$ cat src/rtl/mailbox_pkg.sv
// Shared constants for the Wishbone mailbox: register offsets, STATUS bit positions
// and IRQ_EN bit positions.
package mailbox_pkg;

    typedef enum logic [1:0] {
        ADR_DATA   = 2'd0,
        ADR_STATUS = 2'd1,
        ADR_IRQEN  = 2'd2,
        ADR_OVF    = 2'd3
    } reg_off_e;

    localparam int ST_TX_FULL    = 0;
    localparam int ST_TX_EMPTY   = 1;
    localparam int ST_RX_FULL    = 2;
    localparam int ST_RX_EMPTY   = 3;
    localparam int ST_TX_CNT_LSB = 8;
    localparam int ST_RX_CNT_LSB = 12;

    localparam int IRQ_RX_NONEMPTY = 0;
    localparam int IRQ_TX_EMPTY    = 1;

endpackage

$ cat src/rtl/wb_mailbox_responder_if.sv
// Wishbone B4 classic bus bundle between the crossbar (master) and the mailbox (slave).
interface wb_mailbox_responder_if;
    logic [31:0] i_wb_adr;
    logic [31:0] i_wb_dat;
    logic [3:0]  i_wb_sel;
    logic        i_wb_we;
    logic        i_wb_cyc;
    logic        i_wb_stb;
    logic [31:0] o_wb_dat;
    logic        o_wb_ack;
    logic        o_wb_err;

    modport master (
        output i_wb_adr, i_wb_dat, i_wb_sel, i_wb_we, i_wb_cyc, i_wb_stb,
        input  o_wb_dat, o_wb_ack, o_wb_err
    );

    modport slave (
        input  i_wb_adr, i_wb_dat, i_wb_sel, i_wb_we, i_wb_cyc, i_wb_stb,
        output o_wb_dat, o_wb_ack, o_wb_err
    );
endinterface

$ cat src/rtl/mailbox_fifo.sv
// Show-ahead synchronous FIFO with occupancy count; pushes into a full FIFO and
// pops from an empty one are ignored.
module mailbox_fifo #(
    parameter int WIDTH = 32,
    parameter int DEPTH = 8
) (
    input  logic                     i_clk,
    input  logic                     i_reset_n,
    input  logic                     push,
    input  logic [WIDTH-1:0]         din,
    input  logic                     pop,
    output logic [WIDTH-1:0]         dout,
    output logic                     full,
    output logic                     empty,
    output logic [$clog2(DEPTH):0]   count
);
    localparam int PTR_W = $clog2(DEPTH);

    logic [WIDTH-1:0] mem [DEPTH];
    logic [PTR_W-1:0] wr_ptr_q, rd_ptr_q;
    logic [PTR_W:0]   count_q, count_d;
    logic             do_push, do_pop;

    assign full    = (count_q == (PTR_W+1)'(DEPTH));
    assign empty   = (count_q == '0);
    assign count   = count_q;
    assign dout    = mem[rd_ptr_q];
    assign do_push = push & ~full;
    assign do_pop  = pop & ~empty;

    always_comb begin
        count_d = count_q;
        case ({do_push, do_pop})
            2'b10:   count_d = count_q + (PTR_W+1)'(1);
            2'b01:   count_d = count_q - (PTR_W+1)'(1);
            default: count_d = count_q;
        endcase
    end

    // NOTE: clocked state uses non-blocking assignments so every register samples pre-edge values.
    always_ff @(posedge i_clk or negedge i_reset_n) begin
        if (!i_reset_n) begin
            wr_ptr_q <= '0;
            rd_ptr_q <= '0;
            count_q  <= '0;
        end else begin
            if (do_push) wr_ptr_q <= wr_ptr_q + PTR_W'(1);
            if (do_pop)  rd_ptr_q <= rd_ptr_q + PTR_W'(1);
            count_q <= count_d;
        end
    end

    // NOTE: storage has no reset; empty/count gate every read, so only pointers need one.
    always_ff @(posedge i_clk) begin
        if (do_push) mem[wr_ptr_q] <= din;
    end

endmodule

$ cat src/rtl/wb_mailbox_responder.sv
// Wishbone mailbox: TX/RX FIFOs, STATUS, IRQ_EN and level interrupt.
// Define MAILBOX_OVF_CNT_EN to map a saturating overflow counter at offset 0xC.
module wb_mailbox_responder
    import mailbox_pkg::*;
#(
    parameter logic [31:0] BASE_ADR = 32'h3000_2000,
    parameter int          DEPTH    = 8,
    parameter int          PTR_W    = $clog2(DEPTH)
) (
    input  logic                          i_clk,
    input  logic                          i_reset_n,
    wb_mailbox_responder_if.slave         wb,
    output logic [31:0]                   o_tx_data,
    output logic                          o_tx_valid,
    input  logic                          i_tx_ready,
    input  logic [31:0]                   i_rx_data,
    input  logic                          i_rx_valid,
    output logic                          o_rx_ready,
    output logic                          o_irq
);
    logic        ack_q, ack_d, err_q, err_d;
    logic [31:0] dat_q, dat_d;
    logic [1:0]  irq_en_q, irq_en_d;
    logic        irq_q, irq_d;

    logic             req, hit;
    reg_off_e         off;
    logic [31:0]      status;
    logic             tx_push, tx_pop, tx_full, tx_empty;
    logic             rx_push, rx_pop, rx_full, rx_empty;
    logic [PTR_W:0]   tx_count, rx_count;
    logic [31:0]      rx_head;
    logic             unused_bits;

    assign req = wb.i_wb_cyc & wb.i_wb_stb & ~ack_q & ~err_q;
    assign hit = (wb.i_wb_adr[31:4] == BASE_ADR[31:4]);
    assign off = reg_off_e'(wb.i_wb_adr[3:2]);
    assign unused_bits = ^{wb.i_wb_adr[1:0], wb.i_wb_sel[3:1]};

    assign tx_pop     = o_tx_valid & i_tx_ready;
    assign o_tx_valid = ~tx_empty;
    assign rx_push    = i_rx_valid & o_rx_ready;
    assign o_rx_ready = ~rx_full;

    mailbox_fifo #(.WIDTH(32), .DEPTH(DEPTH)) u_tx_fifo (
        .i_clk(i_clk), .i_reset_n(i_reset_n),
        .push(tx_push), .din(wb.i_wb_dat), .pop(tx_pop), .dout(o_tx_data),
        .full(tx_full), .empty(tx_empty), .count(tx_count)
    );

    mailbox_fifo #(.WIDTH(32), .DEPTH(DEPTH)) u_rx_fifo (
        .i_clk(i_clk), .i_reset_n(i_reset_n),
        .push(rx_push), .din(i_rx_data), .pop(rx_pop), .dout(rx_head),
        .full(rx_full), .empty(rx_empty), .count(rx_count)
    );

    always_comb begin
        status = '0;
        status[ST_TX_FULL]  = tx_full;
        status[ST_TX_EMPTY] = tx_empty;
        status[ST_RX_FULL]  = rx_full;
        status[ST_RX_EMPTY] = rx_empty;
        status[ST_TX_CNT_LSB +: 4] = 4'(tx_count);
        status[ST_RX_CNT_LSB +: 4] = 4'(rx_count);
    end

`ifdef MAILBOX_OVF_CNT_EN
    logic [15:0] ovf_q, ovf_d;
    logic        ovf_inc, ovf_clr;

    assign ovf_inc = (req & hit & (off == ADR_DATA) & wb.i_wb_we & tx_full)
                   | (i_rx_valid & rx_full);
    assign ovf_clr = req & hit & (off == ADR_OVF) & wb.i_wb_we;

    // Clear wins over a same-cycle increment; the count saturates at all-ones.
    always_comb begin
        ovf_d = ovf_q;
        if (ovf_clr)                      ovf_d = '0;
        else if (ovf_inc && ~&ovf_q)      ovf_d = ovf_q + 16'd1;
    end

    always_ff @(posedge i_clk or negedge i_reset_n) begin
        if (!i_reset_n) ovf_q <= '0;
        else            ovf_q <= ovf_d;
    end
`endif

    // NOTE: every signal driven here gets a default first, so no latches are inferred.
    always_comb begin
        ack_d    = 1'b0;
        err_d    = 1'b0;
        dat_d    = '0;
        tx_push  = 1'b0;
        rx_pop   = 1'b0;
        irq_en_d = irq_en_q;
        if (req) begin
            if (!hit) begin
                err_d = 1'b1;
            end else begin
                case (off)
                    ADR_DATA: begin
                        if (wb.i_wb_we) begin
                            if (tx_full) err_d = 1'b1;
                            else begin
                                tx_push = 1'b1;
                                ack_d   = 1'b1;
                            end
                        end else begin
                            ack_d = 1'b1;
                            if (!rx_empty) begin
                                rx_pop = 1'b1;
                                dat_d  = rx_head;
                            end
                        end
                    end
                    ADR_STATUS: begin
                        ack_d = 1'b1;
                        if (!wb.i_wb_we) dat_d = status;
                    end
                    ADR_IRQEN: begin
                        ack_d = 1'b1;
                        if (wb.i_wb_we) begin
                            if (wb.i_wb_sel[0]) irq_en_d = wb.i_wb_dat[1:0];
                        end else begin
                            dat_d = {30'b0, irq_en_q};
                        end
                    end
                    ADR_OVF: begin
`ifdef MAILBOX_OVF_CNT_EN
                        ack_d = 1'b1;
                        if (!wb.i_wb_we) dat_d = {16'h0, ovf_q};
`else
                        err_d = 1'b1;
`endif
                    end
                endcase
            end
        end
    end

    assign irq_d = (irq_en_q[IRQ_RX_NONEMPTY] & ~rx_empty)
                 | (irq_en_q[IRQ_TX_EMPTY] & tx_empty);

    always_ff @(posedge i_clk or negedge i_reset_n) begin
        if (!i_reset_n) begin
            ack_q    <= 1'b0;
            err_q    <= 1'b0;
            dat_q    <= '0;
            irq_en_q <= '0;
            irq_q    <= 1'b0;
        end else begin
            ack_q    <= ack_d;
            err_q    <= err_d;
            dat_q    <= dat_d;
            irq_en_q <= irq_en_d;
            irq_q    <= irq_d;
        end
    end

    assign wb.o_wb_ack = ack_q;
    assign wb.o_wb_err = err_q;
    assign wb.o_wb_dat = dat_q;
    assign o_irq       = irq_q;

endmodule

$ cat src/flat_wrapper.sv
// flat-port wrapper written by rule: the top's interface ports become plain ports
module wb_mailbox_responder_flat import mailbox_pkg::*;
#(
    parameter logic [31:0] BASE_ADR = 32'h3000_2000,
    parameter int          DEPTH    = 8,
    parameter int          PTR_W    = $clog2(DEPTH)
)
  (i_clk, i_reset_n, o_tx_data, o_tx_valid, i_tx_ready, i_rx_data, i_rx_valid, o_rx_ready, o_irq, wb_i_wb_adr, wb_i_wb_dat, wb_i_wb_sel, wb_i_wb_we, wb_i_wb_cyc, wb_i_wb_stb, wb_o_wb_dat, wb_o_wb_ack, wb_o_wb_err);
  wb_mailbox_responder_if wb_i ();
  input  logic i_clk;
  input  logic i_reset_n;
  output logic [31:0] o_tx_data;
  output logic o_tx_valid;
  input  logic i_tx_ready;
  input  logic [31:0] i_rx_data;
  input  logic i_rx_valid;
  output logic o_rx_ready;
  output logic o_irq;
  input wire logic [$bits(wb_i.i_wb_adr)-1:0] wb_i_wb_adr;
  input wire logic [$bits(wb_i.i_wb_dat)-1:0] wb_i_wb_dat;
  input wire logic [$bits(wb_i.i_wb_sel)-1:0] wb_i_wb_sel;
  input wire logic [$bits(wb_i.i_wb_we)-1:0] wb_i_wb_we;
  input wire logic [$bits(wb_i.i_wb_cyc)-1:0] wb_i_wb_cyc;
  input wire logic [$bits(wb_i.i_wb_stb)-1:0] wb_i_wb_stb;
  output wire logic [$bits(wb_i.o_wb_dat)-1:0] wb_o_wb_dat;
  output wire logic [$bits(wb_i.o_wb_ack)-1:0] wb_o_wb_ack;
  output wire logic [$bits(wb_i.o_wb_err)-1:0] wb_o_wb_err;
  assign wb_i.i_wb_adr = wb_i_wb_adr;
  assign wb_i.i_wb_dat = wb_i_wb_dat;
  assign wb_i.i_wb_sel = wb_i_wb_sel;
  assign wb_i.i_wb_we = wb_i_wb_we;
  assign wb_i.i_wb_cyc = wb_i_wb_cyc;
  assign wb_i.i_wb_stb = wb_i_wb_stb;
  assign wb_o_wb_dat = wb_i.o_wb_dat;
  assign wb_o_wb_ack = wb_i.o_wb_ack;
  assign wb_o_wb_err = wb_i.o_wb_err;
  wb_mailbox_responder #(.BASE_ADR(BASE_ADR), .DEPTH(DEPTH), .PTR_W(PTR_W)) u_core (.i_clk(i_clk), .i_reset_n(i_reset_n), .wb(wb_i), .o_tx_data(o_tx_data), .o_tx_valid(o_tx_valid), .i_tx_ready(i_tx_ready), .i_rx_data(i_rx_data), .i_rx_valid(i_rx_valid), .o_rx_ready(o_rx_ready), .o_irq(o_irq));
endmodule
$ cat config.mk
export PLATFORM = sky130hd
export DESIGN_NAME = wb_mailbox_responder_flat
export DESIGN_NICKNAME = d
export VERILOG_FILES = /design/src/rtl/mailbox_pkg.sv /design/src/rtl/wb_mailbox_responder_if.sv /design/src/rtl/mailbox_fifo.sv /design/src/rtl/wb_mailbox_responder.sv /design/src/flat_wrapper.sv
export SDC_FILE = /design/constraint.sdc
export NUM_CORES = 1
export LEC_CHECK = 0
export CORE_AREA = 2 2 224 226
export DETAILED_ROUTE_END_ITERATION = 8
export DIE_AREA = 0 0 226 228
export PLACE_DENSITY = 0.61
export SYNTH_ARGS = -nofsm -noshare
export SYNTH_HDL_FRONTEND = slang
export SYNTH_SLANG_ARGS = --single-unit
$ cat constraint.sdc
create_clock -name i_clk -period 5.5 [get_ports i_clk]
set_input_delay 1.1 -clock i_clk [delete_from_list [all_inputs] [get_ports i_clk]]
set_output_delay 1.1 -clock i_clk [all_outputs]
set_load 0.05 [all_outputs]
==> results.cfg <==
[drt]
routed_wl_mm = 44.97
wl_per_cell_um = 23.09
first_pass_iters = 5
ant_nets = 0
routed_via_density = 5.346
drc = 0
num_vias = 10410
drt_iter0_markers = 717

[cells_and_area]
num-fill-cells = 3860
layout-drive-gt1-share_pct = 23.08
syn_to_final_growth_pct = 20.75
nNetsFinal = 1348

[timing]
rsz0062_at_grt = false
slew_viol_final = 0
setup_viol = 0
hold_violations = 0
finalCritPeriodShare_pct = 78.24
fin_crit_ns = 4.303
final.setup.worst_slack_ns = 1.197
worst_slew_pin_slew_ns = 1.072
fmax_mhz = 232.4
relSlewSlack_pct = 28.57
skew_ns = 0.01291
fin_setup_tns_ns = 0

[clocking]
clkSinkCount = 569
cts_setup_buffers = 0
cts_tree = built
path_clk_slew_ns = 0.06
htreeDepth = 2
root_buffer = clkbuf_16
hold_buffers = 0
numCtsBuffers = 56
ctsLongestPathBuffers = 3
insertion_delay_ns = 0.59
post_cts_resized = 0

[worst_hold_path]
hp-start = u_core.u_tx_fifo.rd_ptr_q[2]$_DFFE_PN0P_
hold_path_class = flop to flop

[critical_path]
worstPathRequired_ns = 4.40
critPathLaunch = u_core.u_tx_fifo.rd_ptr_q[1]$_DFFE_PN0P_
worst_setup_path_start_kind = flop
cp-end-kind = output port
path_class = flop to output port
crit_fanout = 36
critical_path_arrival_ns = 3.20
r2r_start = u_core.wb.o_wb_ack$_DFF_PN0_

[synth]
yosys.area.top_type_share_pct = 70.12
yosys.cell_count.top_type = edfxtp_1
synth_fp_nets = 1144
syn_inst = 1022
synth_largest_area_cell = edfxtp_1
syn_avg_cell_area_um2 = 21.46
synth_area_leaders = edfxtp_1 70%, mux4_2 11%, dfrtp_1 6.5%, mux2i_1 2.8%, mux2_2 1.9%
synthTopCellsByCount = 512 x edfxtp_1, 108 x mux4_2, 61 x mux2i_1, 57 x dfrtp_1, 37 x mux2_2
synth.cell_area_mm2 = 0.02193
ys_seq_area_share_pct = 76.62
synthArstFlopShare_pct = 10.02
yosysWarningCount = 0
ys.flop_type = edfxtp_1
synth-edff-count = 512
synthDistinctLibCells = 56
ys_seq_elements = 569

[grt]
busiest_layer = met2
grt_pass1_wl_mm = 68.44
grt_max_degree = 62
globalRouteTotalUtil_pct = 17.84
antenna_found_initial = 4
grt_use_met3_pct = 3.323
met1_usage_pct = 23.17
global_route.usage.met2_pct = 30.70
grt_pass1_vias = 11090
grt_remaining_overflow = 0

[floorplanning]
initial_core_util_pct = 44.43
die_w_um = 226
ioPinCount = 176
coreArea_mm2 = 0.04935
die_height_um = 228
num_rows = 82
dieArea_mm2 = 0.05153

[place]
io_buffers = 170
dp_hpwl_mm = 25.09
pre_cts_ws_ns = 0.8215
place.gp.congestion = 0.7514

[status]
status = finished, final reports clean

[pwr]
p_per_area_mw_per_mm2 = 454.1
p_leak_nw = 8.551
total_power_mw = 12.02
ir_drop_mv = 0.2895

[flow_run]
drv_cap = 0
[critical path, cell delays in order, from the launching register on]
cell and delay [ns]:
dfrtp_2 0.92, buf_12 0.32, mux4_2 0.34, mux2_2 0.27, clkdlybuf4s50_1 0.74
[flip-flops by register name, indices dropped and copies added, names as in the netlist]
name,cells
u_core.u_tx_fifo.mem,256
u_core.irq_en_q,2
u_core.u_rx_fifo.wr_ptr_q,3
u_core.u_rx_fifo.count,4
u_core.u_tx_fifo.wr_ptr_q,3
u_core.wb.o_wb_dat,32
u_core.o_irq,1
u_core.wb.o_wb_err,1
u_core.u_rx_fifo.mem,256
u_core.u_tx_fifo.rd_ptr_q,3
u_core.wb.o_wb_ack,1
u_core.u_tx_fifo.count,4
u_core.u_rx_fifo.rd_ptr_q,3
[routing by layer]
| metal | wire, um | part of all wire (%) |
|---|---|---|
| met1 | 18840 | 42 |
| met2 | 23090 | 51 |
| met3 | 2114 | 4.7 |
| met4 | 879 | 2.0 |
| met5 | 47 | 0.10 |
[logic make-up after synthesis]
group	share of synthesized area (%)
flip-flops	76.62
multiplexers	15.90
AND/OR/NAND/NOR	3.121
buffers and inverters	1.295
AO/OA/AOI/OAI	1.535
XOR/XNOR	0.6391
adder cells (fa/ha/maj)	0.8902
[path summary, 6_finish.rpt]
kind	slack (ns)	cells past startpoint	end
min in group asynchronous	0.68	1	u_core.wb.o_wb_dat[31]$_DFF_PN0_
setup reg to reg	2.44	11	u_core.u_tx_fifo.count[2]$_DFFE_PN0P_
setup / recovery	1.20	4	o_tx_data[11]
max in group asynchronous	3.88	2	u_core.wb.o_wb_err$_DFF_PN0_
hold reg to reg	0.49	1	u_core.u_tx_fifo.rd_ptr_q[2]$_DFFE_PN0P_
hold / removal	0.49	1	u_core.u_tx_fifo.rd_ptr_q[2]$_DFFE_PN0P_
[layout by cell type, fill, tap and decap left out, drive strengths merged, types with 2 or more instances in the layout]
master and n:
dfrtp 57, and4b 3, nor2 36, nor3 8, inv 12, nand2b 2, xor2 9, a31oi 3
ha 14, a211oi 2, xnor2 7, mux4 108, clkinvlp 5, buf 26, and4bb 4, mux2 39
a32oi 10, and3 3, mux2i 61, nand2 9, or2 2, nand4 3, nor2b 3, clkdlybuf4s50 169
a21oi 5, and2 3, edfxtp 512, bufinv 9, clkinv 18, nor4b 2, and4 4, or4 2
nand3 8, nor4 10, clkbuf 71, o21ai 3, a22oi 20, diode 2, nand3b 4
[through the flow]
step	area (um2)	hold WS [ns]	std cells	util (%)
after floorplan	21930	0.4841	1022	-
after global placement	24490	0.4607	1840	49.62
after detailed placement	24490	0.4668	1840	49.62
after CTS	26470	0.4800	1946	53.64
after global routing	26470	0.4885	1947	53.65
final	26480	0.4867	1948	53.65
[power by group]
part / internal [mW] / total, mW / switching [mW]
sequential: 5.07 / 5.29 / 0.225
combinational: 1.15 / 2.71 / 1.56
clock: 2.43 / 4.02 / 1.59
total: 8.65 / 12.0 / 3.37
[area by class of cell]
| class | instances | area [um2] | share of cell area [%] |
|---|---|---|---|
| sequential | 569 | 16810 | 63.49 |
| multi-input combinational | 395 | 4891 | 18.47 |
| inverter | 9 | 33.78 | 0.1276 |
| clock buffer | 71 | 1559 | 5.888 |
| antenna | 2 | 5.005 | 0.01890 |
| clock inverter | 35 | 426.7 | 1.611 |
| tap | 672 | 840.8 | 3.176 |
| timing repair buffer | 195 | 1909 | 7.211 |
Note: power is estimated with default switching activity, not from simulation.
